### src/rtl/uart_pkg.sv
// Shared constants and FSM state encoding for the arbitrated UART transmitter.
package uart_pkg;
    localparam int N_REQ    = 4;
    localparam int DEF_FREQ = 12000000;
    localparam int DEF_BAUD = 9600;

    typedef enum logic [1:0] {
        IDLE  = 2'd0,
        START = 2'd1,
        DATA  = 2'd2,
        STOP  = 2'd3
    } tx_state_e;
endpackage

### src/rtl/uart_tx_core.sv
// 8N1 serializer: one start pulse launches a frame of the byte on data, LSB first.
module uart_tx_core
    import uart_pkg::*;
#(
    parameter int CLKS_PER_BIT = 1250
) (
    input  logic       clk,
    input  logic       nrst,
    input  logic       start,
    input  logic [7:0] data,
    output logic       tx,
    output logic       done
);
    localparam int TW = (CLKS_PER_BIT > 1) ? $clog2(CLKS_PER_BIT) : 1;
    localparam logic [TW-1:0] LAST = TW'(CLKS_PER_BIT - 1);

    tx_state_e     state_q, state_d;
    logic [TW-1:0] timer_q, timer_d;
    logic [2:0]    idx_q, idx_d;
    logic          tx_q, tx_d;
    logic          bit_end;
    logic [2:0]    idx_nxt;

    assign bit_end = (timer_q == LAST);
    assign idx_nxt = idx_q + 3'd1;

    always_comb begin
        state_d = state_q;
        timer_d = timer_q;
        idx_d   = idx_q;
        tx_d    = tx_q;
        done    = 1'b0;
        case (state_q)
            IDLE: begin
                timer_d = '0;
                idx_d   = '0;
                tx_d    = 1'b1;
                if (start) begin
                    state_d = START;
                    tx_d    = 1'b0;
                end
            end
            START: begin
                if (bit_end) begin
                    state_d = DATA;
                    timer_d = '0;
                    idx_d   = '0;
                    tx_d    = data[0];
                end else begin
                    timer_d = timer_q + 1'b1;
                end
            end
            DATA: begin
                // tx_d is the value for the next cycle, so the next bit is loaded at the boundary
                if (bit_end) begin
                    timer_d = '0;
                    if (idx_q == 3'd7) begin
                        state_d = STOP;
                        tx_d    = 1'b1;
                    end else begin
                        idx_d = idx_nxt;
                        tx_d  = data[idx_nxt];
                    end
                end else begin
                    timer_d = timer_q + 1'b1;
                end
            end
            STOP: begin
                if (bit_end) begin
                    state_d = IDLE;
                    timer_d = '0;
                    tx_d    = 1'b1;
                    done    = 1'b1;
                end else begin
                    timer_d = timer_q + 1'b1;
                end
            end
            default: begin
                state_d = IDLE;
                tx_d    = 1'b1;
            end
        endcase
    end

    always_ff @(posedge clk) begin
        if (!nrst) begin
            state_q <= IDLE;
            timer_q <= '0;
            idx_q   <= '0;
            tx_q    <= 1'b1;
        end else begin
            state_q <= state_d;
            timer_q <= timer_d;
            idx_q   <= idx_d;
            tx_q    <= tx_d;
        end
    end

    assign tx = tx_q;
endmodule

### src/rtl/uart_tx_arbiter.sv
// Round-robin arbiter feeding one UART transmitter from N_REQ byte requesters.
module uart_tx_arbiter
    import uart_pkg::*;
#(
    parameter int FREQ         = DEF_FREQ,
    parameter int BAUD         = DEF_BAUD,
    parameter int CLKS_PER_BIT = FREQ / BAUD
) (
    input  logic               clk,
    input  logic               nrst,
    input  logic [N_REQ-1:0]   req_valid,
    input  logic [8*N_REQ-1:0] req_data,
    output logic [N_REQ-1:0]   req_ready,
    output logic               tx,
    output logic               busy,
    output logic [1:0]         grant_id
);
    logic             busy_q, busy_d;
    logic [N_REQ-1:0] ready_q, ready_d;
    logic [1:0]       grant_id_q, grant_id_d;
    logic [1:0]       last_grant_q, last_grant_d;
    logic [7:0]       data_q, data_d;
    logic [1:0]       pick, cand;
    logic             found;
    logic             core_done;

    // Search starts just past the last grant; the last grantee is checked last.
    always_comb begin
        found = 1'b0;
        pick  = last_grant_q;
        cand  = last_grant_q;
        for (int k = 1; k <= N_REQ; k++) begin
            cand = last_grant_q + 2'(k);
            if (!found && req_valid[cand]) begin
                found = 1'b1;
                pick  = cand;
            end
        end
    end

    always_comb begin
        busy_d       = busy_q;
        ready_d      = '0;
        grant_id_d   = grant_id_q;
        last_grant_d = last_grant_q;
        data_d       = data_q;
        if (!busy_q && found) begin
            busy_d       = 1'b1;
            ready_d      = N_REQ'(1) << pick;
            grant_id_d   = pick;
            last_grant_d = pick;
            data_d       = req_data[{pick, 3'b000} +: 8];
        end else if (core_done) begin
            busy_d = 1'b0;
        end
    end

    always_ff @(posedge clk) begin
        if (!nrst) begin
            busy_q       <= 1'b0;
            ready_q      <= '0;
            grant_id_q   <= 2'd0;
            last_grant_q <= 2'd3;
            data_q       <= '0;
        end else begin
            busy_q       <= busy_d;
            ready_q      <= ready_d;
            grant_id_q   <= grant_id_d;
            last_grant_q <= last_grant_d;
            data_q       <= data_d;
        end
    end

    // The ready pulse doubles as the core start strobe; data_q is already loaded then.
    uart_tx_core #(.CLKS_PER_BIT(CLKS_PER_BIT)) u_core (
        .clk   (clk),
        .nrst  (nrst),
        .start (|ready_q),
        .data  (data_q),
        .tx    (tx),
        .done  (core_done)
    );

    assign req_ready = ready_q;
    assign busy      = busy_q;
    assign grant_id  = grant_id_q;
endmodule

### config.mk
export PLATFORM = sky130hd
export DESIGN_NAME = uart_tx_arbiter
export DESIGN_NICKNAME = d
export VERILOG_FILES = /design/src/rtl/uart_pkg.sv /design/src/rtl/uart_tx_core.sv /design/src/rtl/uart_tx_arbiter.sv
export SDC_FILE = /design/constraint.sdc
export NUM_CORES = 1
export LEC_CHECK = 0
export ABC_AREA = 0
export CAP_MARGIN = 20
export CORE_MARGIN = 2
export CORE_UTILIZATION = 45
export DETAILED_ROUTE_END_ITERATION = 12
export GPL_TIMING_DRIVEN = 0
export HOLD_SLACK_MARGIN = 0.12
export PLACE_DENSITY = 0.82
export SLEW_MARGIN = 20
export SYNTH_ARGS = -nofsm -noshare
export SYNTH_HDL_FRONTEND = slang
export SYNTH_HIERARCHICAL = 1
export SYNTH_SLANG_ARGS = --single-unit
### constraint.sdc
create_clock -name clk -period 1.9 [get_ports clk]
set_clock_uncertainty 0.05 [all_clocks]
set_input_delay 0.38 -clock clk [delete_from_list [all_inputs] [get_ports clk]]
set_output_delay 0.38 -clock clk [all_outputs]
set_load 0.01 [all_outputs]
Yosys cells after proc, flatten, opt, wreduce, memory -nomap -nowiden
Index checks and enable logic that the tools add are counted.

word-level totals
  bits in registers = 34
  bits in latches = 0
  memory bits (writable) = 0
  bits in read-only memories = 0
  bits of input ports = 38
  word-level logic and storage cells = 89
  memories = 0

operators by class
  add/subtract/negate cells = 5
  multiply operators = 0
  div/mod/pow operators = 0
  order comparisons = 5
  eq/ne operators = 11
  shifts and indexed selects = 2
  muxes and demuxes = 40
  bitwise gates (word level) = 0
  reduce and logical (&&, ||, !) cells = 17

operator list
  kind                     number
  $shiftx A32 B6 Y8        1
  $pmux W11 S2             1
  $mux W1                  18
  $mux W2                  9
  $lt A2 B3 Y1 const B     4
  $add A11 B1 Y11 const B  1
  $eq A11 B11 Y1 const B   1
  $mux W11                 1
  $ne A2 B1 Y1 const B     5
  $mux W3                  3
  $pmux W3 S3              1
  $bmux W1 S2              4
  $pmux W2 S4              1
  $reduce_and A5 Y1        1
  $add A2 B2 Y2 const B    2
  $eq A2 B2 Y1 const B     2
  $logic_and A1 B1 Y1      4
  $logic_not A1 Y1         4
  $lt A3 B4 Y1 const B     1
  $pmux W1 S4              1
  $reduce_and A4 Y1        1
  $reduce_or A4 Y1         1
  $shl A1 B2 Y4 const A    1
  $add A3 B1 Y3 const B    1
  11 further kinds         11

Longest topological paths before layout
Gate-level depths: netlist of run 1.

  depth after elaboration = 15
  depth in mapped cells = 7
  gate-level depth less buffers = 7

Modules after synthesis
Netlist of run 1, hierarchy kept.

modules (own cells, without submodules)
  module           times used  cells an instance  area an instance (sq um)  sequential area each (sq um)
  uart_tx_core     1           109                1019.7                    340.3
  uart_tx_arbiter  1           103                953.4                     340.3

Worst setup path after synthesis of run 1
No wires, ideal clock.

  path type = register -> register
  start = reg u_core.idx_q[0]
  end = reg u_core.tx_q (netlist: u_core/tx)
  setup time = 132 ps
  arrival = 1702 ps
  setup slack = 16 ps
  cell stages (with the launch flop) = 6
  path buffers = 0
  cell sequence = dfxtp_1 > ha_1 > mux4_1 > mux2_2 > nor4b_2 > a21oi_1

between the ends
  cells in the longest elaborated chain, start to end = 6

RTL lines
  what                           line                RTL
  from (decl)                    uart_tx_core.sv:19  logic [2:0] idx_q, idx_d;
  from (signal assigned)         uart_tx_core.sv:94  idx_q <= idx_d;
  $add A3 B1 Y3                  uart_tx_core.sv:25  assign idx_nxt = idx_q + 3'd1;
  $bmux W1 S3                    uart_tx_core.sv:62  tx_d = data[idx_nxt];
  $mux W1 (implied by the code)  uart_tx_core.sv:62
  $mux W1 *                      uart_tx_core.sv:57  if (idx_q == 3'd7) begin
  $mux W1 *                      uart_tx_core.sv:55  if (bit_end) begin
  $pmux W1 S4 *                  uart_tx_core.sv:33  case (state_q)
  to (signal assigned)           uart_tx_core.sv:95  tx_q <= tx_d;
  to (decl)                      uart_tx_core.sv:20  logic tx_q, tx_d;

Every way passes the cells marked *; elsewhere a longest branch is shown, timed or not. The select of a mux whose other input is x is not followed.
A chain may end at the register's enable or synchronous reset.

Worst setup path in the final report of run 1
Same ends and word-level chain as after synthesis.

==> run_results.csv, run 1 <==
group,metric,value,unit
placement,dp_hpwl,3280,um
detailed_routing,route.vias.total,1779,
logic_synthesis,ys_seq_elements,34,
global_route,grtUsageTotal,19.9,%
logic_synthesis,yosysTopAreaCell,"dfxtp_1",
pwr,clock_power_share,28.2,%
logic_synthesis,ys_async_sr_fraction,0,%
timing,slew_headroom,73.7,%
die,start_util,45.9,%
setup_path,rr_worst_depth,5,
setup_path,critPathCaptureType,"flop",
setup_path,slowest_delay,0.50,ns
placement,port-buffer-count,45,
logic_synthesis,synth_top_area_share,34.5,%
logic_synthesis,synth.net_count,259,
logic_synthesis,synth_edf_count,0,
logic_synthesis,syn_area_per_cell,9.31,um^2
timing,min_period_over_period,97.3,%
pwr,switching_share,30.3,%
timing,hold_viol,0,
logic_synthesis,postSynthCellCount,212,
setup_path,r2r_end,"u_core/tx",
timing,rsz0062_at_grt,"yes",
pwr,p_int,1.59,mW
placement,post-place-ws,-0.458,ns
setup_path,crit_required,2.02,ns
finish,antennaDiodeCount,0,
setup_path,crit_fanout,3,
timing,worst_pin_slew,0.384,ns
min_path,min_to,"grant_id[1]",
timing,setup_viol,0,
placement,gp_congestion,0.760,
clocking,cts_sinks,34,
pwr,peakVddDrop,0.398,mV
finish,drive_gt1_share,18.2,%
clocking,clk_pin_slew,0.07,ns
detailed_routing,viasPerCell,5.54,
global_route,grt_pass1_wl,7940,um
die,die_width,70.2,um
global_route,antenna_found_initial,0,
die,boundaryPins,46,
setup_path,startpoint_type,"flop",
min_path,worstHoldStart,"grant_id[1]",
setup_path,arrival,1.97,ns
timing,worst_slack,0.0514,ns
pwr,leakagePower,0.986,nW
setup_path,reg2reg_from,"u_core/idx_q[0]",
clocking,clk_latency,0.28,ns
finish,final_common_cell,"clkdlybuf4s50_1",
run,max_cap_violations,0,
setup_path,crit_chain,"ha_4 -> mux4_2 -> mux2_4 -> nor4b_4 -> a21oi_1",
finish,area_growth,38.6,%
finish,final_cell_mix,"clkdlybuf4s50_1 (42), dfxtp_1 (32), nand2_1 (21)",
pwr,p_sw,0.692,mW
logic_synthesis,synth_area,1970,um^2
min_path,hold_depth,2,
min_path,min_path_type,"reg -> reg",
timing,fmax,0.541,GHz
die,die_h,70.2,um
logic_synthesis,synth_ff_type,"dfxtp_1",
clocking,clockBufferDepth,2,
detailed_routing,drc_errors,0,
pwr,p_seq_share,37.6,%
global_route,grt_pass1_vias,1799,
detailed_routing,wl_per_cell,14.7,um
global_route,grt_max_degree,12,
finish,fill_cells,348,
detailed_routing,first_pass_iters,4,
clocking,cts_root_buf,"clkbuf_8",
timing,finalCriticalPeriod,1.85,ns
logic_synthesis,ys_types,46,
setup_path,r2r_slack,0.05,ns
setup_path,critPathKind,"reg -> reg",
setup_path,crit_slowest_cell,"mux4_2",
logic_synthesis,yosys_warnings,6,
outcome,status,"finished clean",
die,die_area,4930,um^2
detailed_routing,dr.first_iter.drc_count,116,
clocking,cts_tree,"yes",
pwr,combPwrFrac,34.2,%
die,rows,24,
pwr,power.density,834,nW/um^2
clocking,cts_buffers,5,
detailed_routing,ant_nets,0,
global_route,gr-total-overflow,0,
clocking,cts_htree_levels,2,
detailed_routing,wl,4730,um
logic_synthesis,synth.area.top_cells,"dfxtp_1 (34%), mux2i_1 (6.6%), ha_1 (5.7%)",
finish,nets,315,
clocking,postCtsHoldBufs,0,
logic_synthesis,yosysSeqAreaShare,34.5,%
timing,drv_slew,0,
die,core_area,4290,um^2
timing,tns,0,ns
timing repair:
action	in CTS	in global routing
cloned	0	0
gates resized for setup	12	12
endpoints found under the hold margin	0	0
pin swaps	4	4
setup endpoints to repair	14	15
buffers inserted	3	1
power groups by stage:
stage / sequential, mW / clock (mW) / combinational, mW
2_1_floorplan: 0.865 / 0 / 0.473
3_3_place_gp: 0.866 / 0 / 0.681
3_5_place_dp: 0.871 / 0 / 0.701
4_1_cts: 0.856 / 0.658 / 0.749
5_1_grt: 0.867 / 0.698 / 0.843
6_report: 0.856 / 0.643 / 0.781
how the worst max path moves through the flow:
stage / startpoint / to / slack (ns) / cells after the start
2_1_floorplan: u_core/idx_q[0] / u_core/tx / 0.02 / 5
3_3_place_gp: req_valid[3] / data_q[5] / -0.41 / 7
3_5_place_dp: req_valid[3] / data_q[1] / -0.46 / 7
4_1_cts: u_core/idx_q[0] / u_core/tx / -0.01 / 5
5_1_grt: u_core/timer_q[0] / u_core/idx_q[2] / -0.07 / 5
6_report: u_core/idx_q[0] / u_core/tx / 0.05 / 5
area by class of cell:
cell class | count | area [um^2] | share of cell area [%]
Sequential cell | 34 | 686 | 25.1
Clock inverter | 3 | 40.0 | 1.46
Inverter | 8 | 30.0 | 1.10
Buffer | 6 | 48.8 | 1.78
Multi-Input combinational cell | 164 | 1300 | 47.4
Clock buffer | 5 | 68.8 | 2.52
Tap cell | 52 | 65.1 | 2.38
Timing Repair Buffer | 49 | 500 | 18.3
sequential cells by signal (all words and copies together) (netlist names):
signal,flops
data_q,8
u_core/timer_q,11
u_core/state_q,2
u_core/tx,1
last_grant_q,2
grant_id,2
req_ready,4
busy,1
u_core/idx_q,3
stage by stage:
step	cells	util (%)	power, mW	instance area, um^2	hold WS [ns]
final	321	63.7	2.28	2740	0.406
after global routing	321	63.7	2.41	2740	0.426
after CTS	320	62.5	2.26	2690	0.410
after detailed placement	309	58.0	1.57	2490	0.396
after global placement	309	58.0	1.55	2490	0.394
after floorplan	212	-	1.34	1970	0.383
cell families (layout without fill, tap and decap cells):
kind of cell	after synthesis	in the layout	synth area share, %
XOR/XNOR	9	9	4.00
buffers and inverters	14	71	3.74
flip-flops	34	34	34.5
AND/OR/NAND/NOR	94	94	27.1
AO/OA/AOI/OAI	28	28	10.5
adder cells (fa/ha/maj)	9	9	5.71
multiplexers	24	24	14.4
worst max-delay path, delay by kind of cell (launching register included):
kind,cells,cell delay (ns)
simple gates,1,0.21
mux,2,0.79
fa+ha+maj,1,0.28
compound gates,1,0.06
flops,1,0.35
synth_stat cells (2+ instances only):
master,count
mux2_2,9
nor2b_1,2
mux2i_1,13
nand2b_1,6
buf_4,2
nand2_1,22
dfxtp_1,34
o21ai_0,2
inv_1,8
ha_1,9
mux4_1,2
nor4_1,3
buf_2,2
xor2_1,2
nand3_1,15
nor2_1,19
o211ai_1,8
a21oi_1,6
nor3_1,6
xnor2_1,7
nand3b_1,9
o2bb2ai_1,2
metal layers:
metal	vias up	track usage (%)	routed length (um)
li1	876	-	-
met1	862	24.2	2120
met2	37	34.1	2440
met3	4	5.19	127
met4	0	6.84	43
met5	-	0	0
(Power assumes the default switching activity.)
==> inputs of run 2 (changes only) <==
--- a/config.mk
+++ b/config.mk
@@ -12,6 +12,7 @@
 export DETAILED_ROUTE_END_ITERATION = 12
 export GPL_TIMING_DRIVEN = 0
 export HOLD_SLACK_MARGIN = 0.12
+export MAX_ROUTING_LAYER = met4
 export PLACE_DENSITY = 0.82
 export SLEW_MARGIN = 20
 export SYNTH_ARGS = -nofsm -noshare
==> run_results.csv, run 2 (same netlist as run 1, synthesis figures left out) <==
group,metric,value,unit
outcome,status,"finished clean",
pwr,power.density,831,nW/um^2
timing,finalCriticalPeriod,1.85,ns
clocking,cts_htree_levels,2,
die,die_area,4930,um^2
detailed_routing,first_pass_iters,4,
die,die_h,70.2,um
timing,setup_viol,0,
detailed_routing,ant_nets,0,
finish,largest_reg_flops,11,
timing,hold_viol,0,
timing,slew_headroom,73.8,%
global_route,grt_pass1_vias,1794,
placement,dp_hpwl,3280,um
finish,final_cell_mix,"clkdlybuf4s50_1 (42), dfxtp_1 (32), nand2_1 (21)",
setup_path,critPathCaptureType,"flop",
timing,drv_slew,0,
detailed_routing,route.vias.total,1762,
die,start_util,45.9,%
global_route,grtUsageTotal,20.5,%
setup_path,crit_slowest_cell,"mux4_2",
detailed_routing,wl,4710,um
detailed_routing,wl_per_cell,14.7,um
setup_path,crit_chain,"ha_4 -> mux4_2 -> mux2_4 -> nor4b_4 -> a21oi_1",
die,core_area,4290,um^2
pwr,leakagePower,0.986,nW
min_path,min_path_type,"reg -> reg",
setup_path,slowest_delay,0.50,ns
timing,whs,0.408,ns
finish,final_core_util,63.7,%
global_route,gr-total-overflow,0,
clocking,clk_latency,0.28,ns
finish,final_common_cell,"clkdlybuf4s50_1",
die,boundaryPins,46,
finish,top_register,"u_core/timer_q",
clocking,clockBufferDepth,2,
detailed_routing,dr.first_iter.drc_count,131,
clocking,clk_pin_slew,0.07,ns
pwr,clock_power_share,28.2,%
pwr,peakVddDrop,0.398,mV
placement,port-buffer-count,45,
pwr,p_int,1.59,mW
pwr,switching_share,30.1,%
detailed_routing,drc_errors,0,
run,max_cap_violations,0,
global_route,grt_pass1_wl,7940,um
pwr,combPwrFrac,34.2,%
timing,rsz0062_at_grt,"yes",
setup_path,crit_fanout,3,
global_route,grt_max_degree,12,
pwr,p_sw,0.685,mW
timing,worst_pin_slew,0.383,ns
setup_path,critPathBufInv,0,
setup_path,crit_required,2.02,ns
placement,post-place-ws,-0.458,ns
detailed_routing,viasPerCell,5.49,
finish,area_growth,38.6,%
setup_path,critPathKind,"reg -> reg",
setup_path,arrival,1.97,ns
timing,min_period_over_period,97.4,%
finish,nets,315,
clocking,cts_root_buf,"clkbuf_8",
pwr,p_seq_share,37.7,%
clocking,cts_sinks,34,
placement,gp_congestion,0.770,
die,rows,24,
timing,worst_slack,0.0488,ns
global_route,antenna_found_initial,0,
finish,drive_gt1_share,18.2,%
clocking,cts_tree,"yes",
setup_path,path_delay_family,"multiplexers",
setup_path,startpoint_type,"flop",
finish,antennaDiodeCount,0,
die,die_width,70.2,um
timing,fmax,0.540,GHz
clocking,cts_buffers,5,
[run 2: cell counts in the layout (fill, tap and decap cells not counted)]
No cell type changed its count.
[run 2: layout make-up]
type,count,area [um^2]
inverter,8,30.0
clock buffer,5,68.8
tap,52,65.1
fill,348,1560
timing repair buffer,49,500
sequential,34,686
clock inverter,3,40.0
buffer,6,48.8
multi-input combinational,164,1300
[run 2: final timing paths]
kind	depth (start not counted)	to	slack (ns)	from
min reg2reg	2	grant_id[1]	0.41	grant_id[1]
max	5	u_core/tx	0.05	u_core/idx_q[0]
max reg2reg	5	u_core/tx	0.05	u_core/idx_q[0]
min	2	grant_id[1]	0.41	grant_id[1]
[run 2: what timing repair did]
item	CTS	global route
setup buffers	3	1
endpoints found under the setup margin	14	15
gates resized for setup	12	12
pin swaps	4	4
hold buffers	0	0
[run 2: tightest hold or removal path, cell delays in order (launching register included)]
cell and delay (ns):
dfxtp_1 0.32, nand2_1 0.06, nand2_1 0.04
[run 2: per-stage QoR]
step                      instances  setup TNS, ns  power, mW  cell area (um^2)
after detailed placement        309          -5.97       1.57              2490
after global placement          309          -5.12       1.55              2490
after CTS                       320        -0.0113       2.26              2690
final                           321              0       2.27              2740
after global routing            321         -0.205       2.41              2740
after floorplan                 212              0       1.34              1970
[run 2: power by group through the flow]
stage          sequential, mW  combinational, mW  clock, mW
2_1_floorplan           0.865              0.473          0
3_3_place_gp            0.866              0.681          0
3_5_place_dp            0.871              0.701          0
4_1_cts                 0.856              0.749      0.658
5_1_grt                 0.867              0.843      0.698
6_report                0.856              0.777      0.641
[run 2: layer usage]
| metal | global-route usage (%) | vias to the layer above | wire length [um] |
|---|---|---|---|
| met5 | - | - | 0 |
| met4 | 6.84 | 0 | 44 |
| met3 | 5.19 | 4 | 145 |
| met2 | 34.1 | 36 | 2440 |
| met1 | 24.2 | 847 | 2070 |
| li1 | - | 875 | - |
==> edit (settings of run 2) <==
Set the package constant `N_REQ` to 5 (it was 4).
--- a/src/rtl/uart_pkg.sv
+++ b/src/rtl/uart_pkg.sv
@@ -1,5 +1,5 @@
 // Shared constants and FSM state encoding for the arbitrated UART transmitter.
 package uart_pkg;
-    localparam int N_REQ    = 4;
+    localparam int N_REQ    = 5;
     localparam int DEF_FREQ = 12000000;
     localparam int DEF_BAUD = 9600;
Ports: changed (resized req_data, req_ready and req_valid); port bits go from 46 to 56. No check against the original RTL was run, so the function may have changed too.
==> edit against run 2 <==
Area after synthesis decreased by 5.8%; synthesized cell count decreased by 6.1%; global-route usage decreased by 0.60 points; sequential cell count unchanged; final area decreased by 5.8%; first-iteration DRC count decreased by 23%; non-clock buffer count unchanged; setup slack got worse by 0.011 ns; total power decreased by 4.2%; wire length decreased by 14%; clock power decreased by 3.9%; sequential share of layout area increased by 1.6 points; cell count decreased by 5.3%; highest routed layer unchanged.
==> edit: results (changes against run 2) <==
layout:
  layout.nets: 309  # -1.9%
  antennaDiodeCount: 0  # unchanged
  final_layout_size_suffix_gt1_frac: 0.146  # -0.0365
  fill_cells: 334  # -4.0%
  stdcell_count: 304  # -5.3%
logic_synthesis:
  synthMuxAreaShare: 0.137  # -0.00734
  ys_seq_area_frac: 0.366  # +0.0211
  synth-xor-area-share: 0.0424  # +0.00245
  synthAdderAreaFrac: 0.0606  # +0.00349
  synthArstFlopShare: 0  # unchanged
  ys_top_cells_by_area: "dfxtp_1, mux2i_1, ha_1, nand2_1, o221ai_1"
  synth_flop_cell: "dfxtp_1"
  syn-num-nets: 255  # -1.5%
  synth_common_cells: "dfxtp_1, nand2_1, mux2i_1, nor2_1"
  synthDistinctLibCells: 45  # -2.2%
  synth_compound_area_frac: 0.127  # +0.0213
  avgSynthCellArea_um2: 9.34  # +0.39%
global_route:
  antenna_found_initial: 0  # unchanged
  grt_pass1_wl_um: 6780  # -15%
  met1_usage: 0.245  # +0.00356
  grt.total_usage: 0.199  # -0.00601
  grtUsageMet3: 0.0493  # -0.00261
  grt_max_degree: 11  # -1
  grt_use_met2: 0.319  # -0.0216
power:
  internal_power_mw: 1.54  # -3.2%
  ir_worst_vdd_mv: 0.550  # +38%
  power.leakage_nw: 0.972  # -1.4%
  combPwrFrac: 0.325  # -0.017
  seq_power_share: 0.392  # +0.015
placed_design:
  dp_cells: 294  # -4.9%
  dp_slack_ns: -0.434  # +0.0241 ns
  numPortBuffers: 45  # unchanged
  gp_congestion: 0.858  # +11%
  hpwl_um: 2900  # -12%
setup_path:
  cp-endpoint: "u_core/tx$_SDFFE_PN1P_"
  startpoint: "u_core/idx_q[0]$_SDFFE_PN0P_"
  critPathArrivalTime_ns: 1.96
  r2r_setup_slack_ns: 0.04
  crit_path_max_fanout: 3  # unchanged
min_path:
  hp-class: "flop to flop"
  worstHoldStart: "grant_id[1]$_SDFFE_PN0P_"
clock_tree:
  clk_pin_slew_ns: 0.06
  cts_buffers: 5  # unchanged
  clockBufferDepth: 2  # unchanged
  insertion_delay_ns: 0.28  # about the same
route:
  met2WireLength_um: 1970  # -19%
  drt_pass1_iterations: 4  # unchanged
  drt_iter0_drc: 101  # -23%
  vias: 1639  # -7.0%
  top_layer: "met4"
  m1WireLength_um: 1840  # -12%
  routed_wl_um: 4050  # -14%
  dr_wl_met3_um: 187  # +29%
timing:
  fmax_mhz: 537  # -0.59%
  worst_pin_slew_ns: 0.542  # +0.159 ns
  fin_hold_ws_ns: 0.400  # -0.00750 ns
outcome:
  status: "finished, final reports clean"
[edit: timing repair]
item,4_1_cts,5_1_grt
endpoints found under the setup margin,9,14
pin swaps,3,2
buffers inserted,2,0
resized for setup,11,15
[edit: critical path, stage by stage (launching register included)]
cell and delay (ns):
dfxtp_4 0.35, ha_4 0.28, mux4_2 0.49, mux2_4 0.30, nor4b_4 0.20, a21oi_1 0.06
[edit: stage by stage]
step,instance area (µm²),power [mW]
4_1_cts,2520,2.16
6_report,2580,2.18
5_1_grt,2580,2.31
3_3_place_gp,2370,1.51
2_1_floorplan,1860,1.30
3_5_place_dp,2370,1.52
[edit: final cells by class]
type | instances | area (µm²) | area share
Buffer | 8 | 66.3 | 0.0257
Clock buffer | 8 | 110 | 0.0427
Inverter | 9 | 33.8 | 0.0131
Multi-Input combinational cell | 148 | 1150 | 0.445
Sequential cell | 34 | 687 | 0.267
Tap cell | 50 | 62.6 | 0.0243
Timing Repair Buffer | 47 | 469 | 0.182
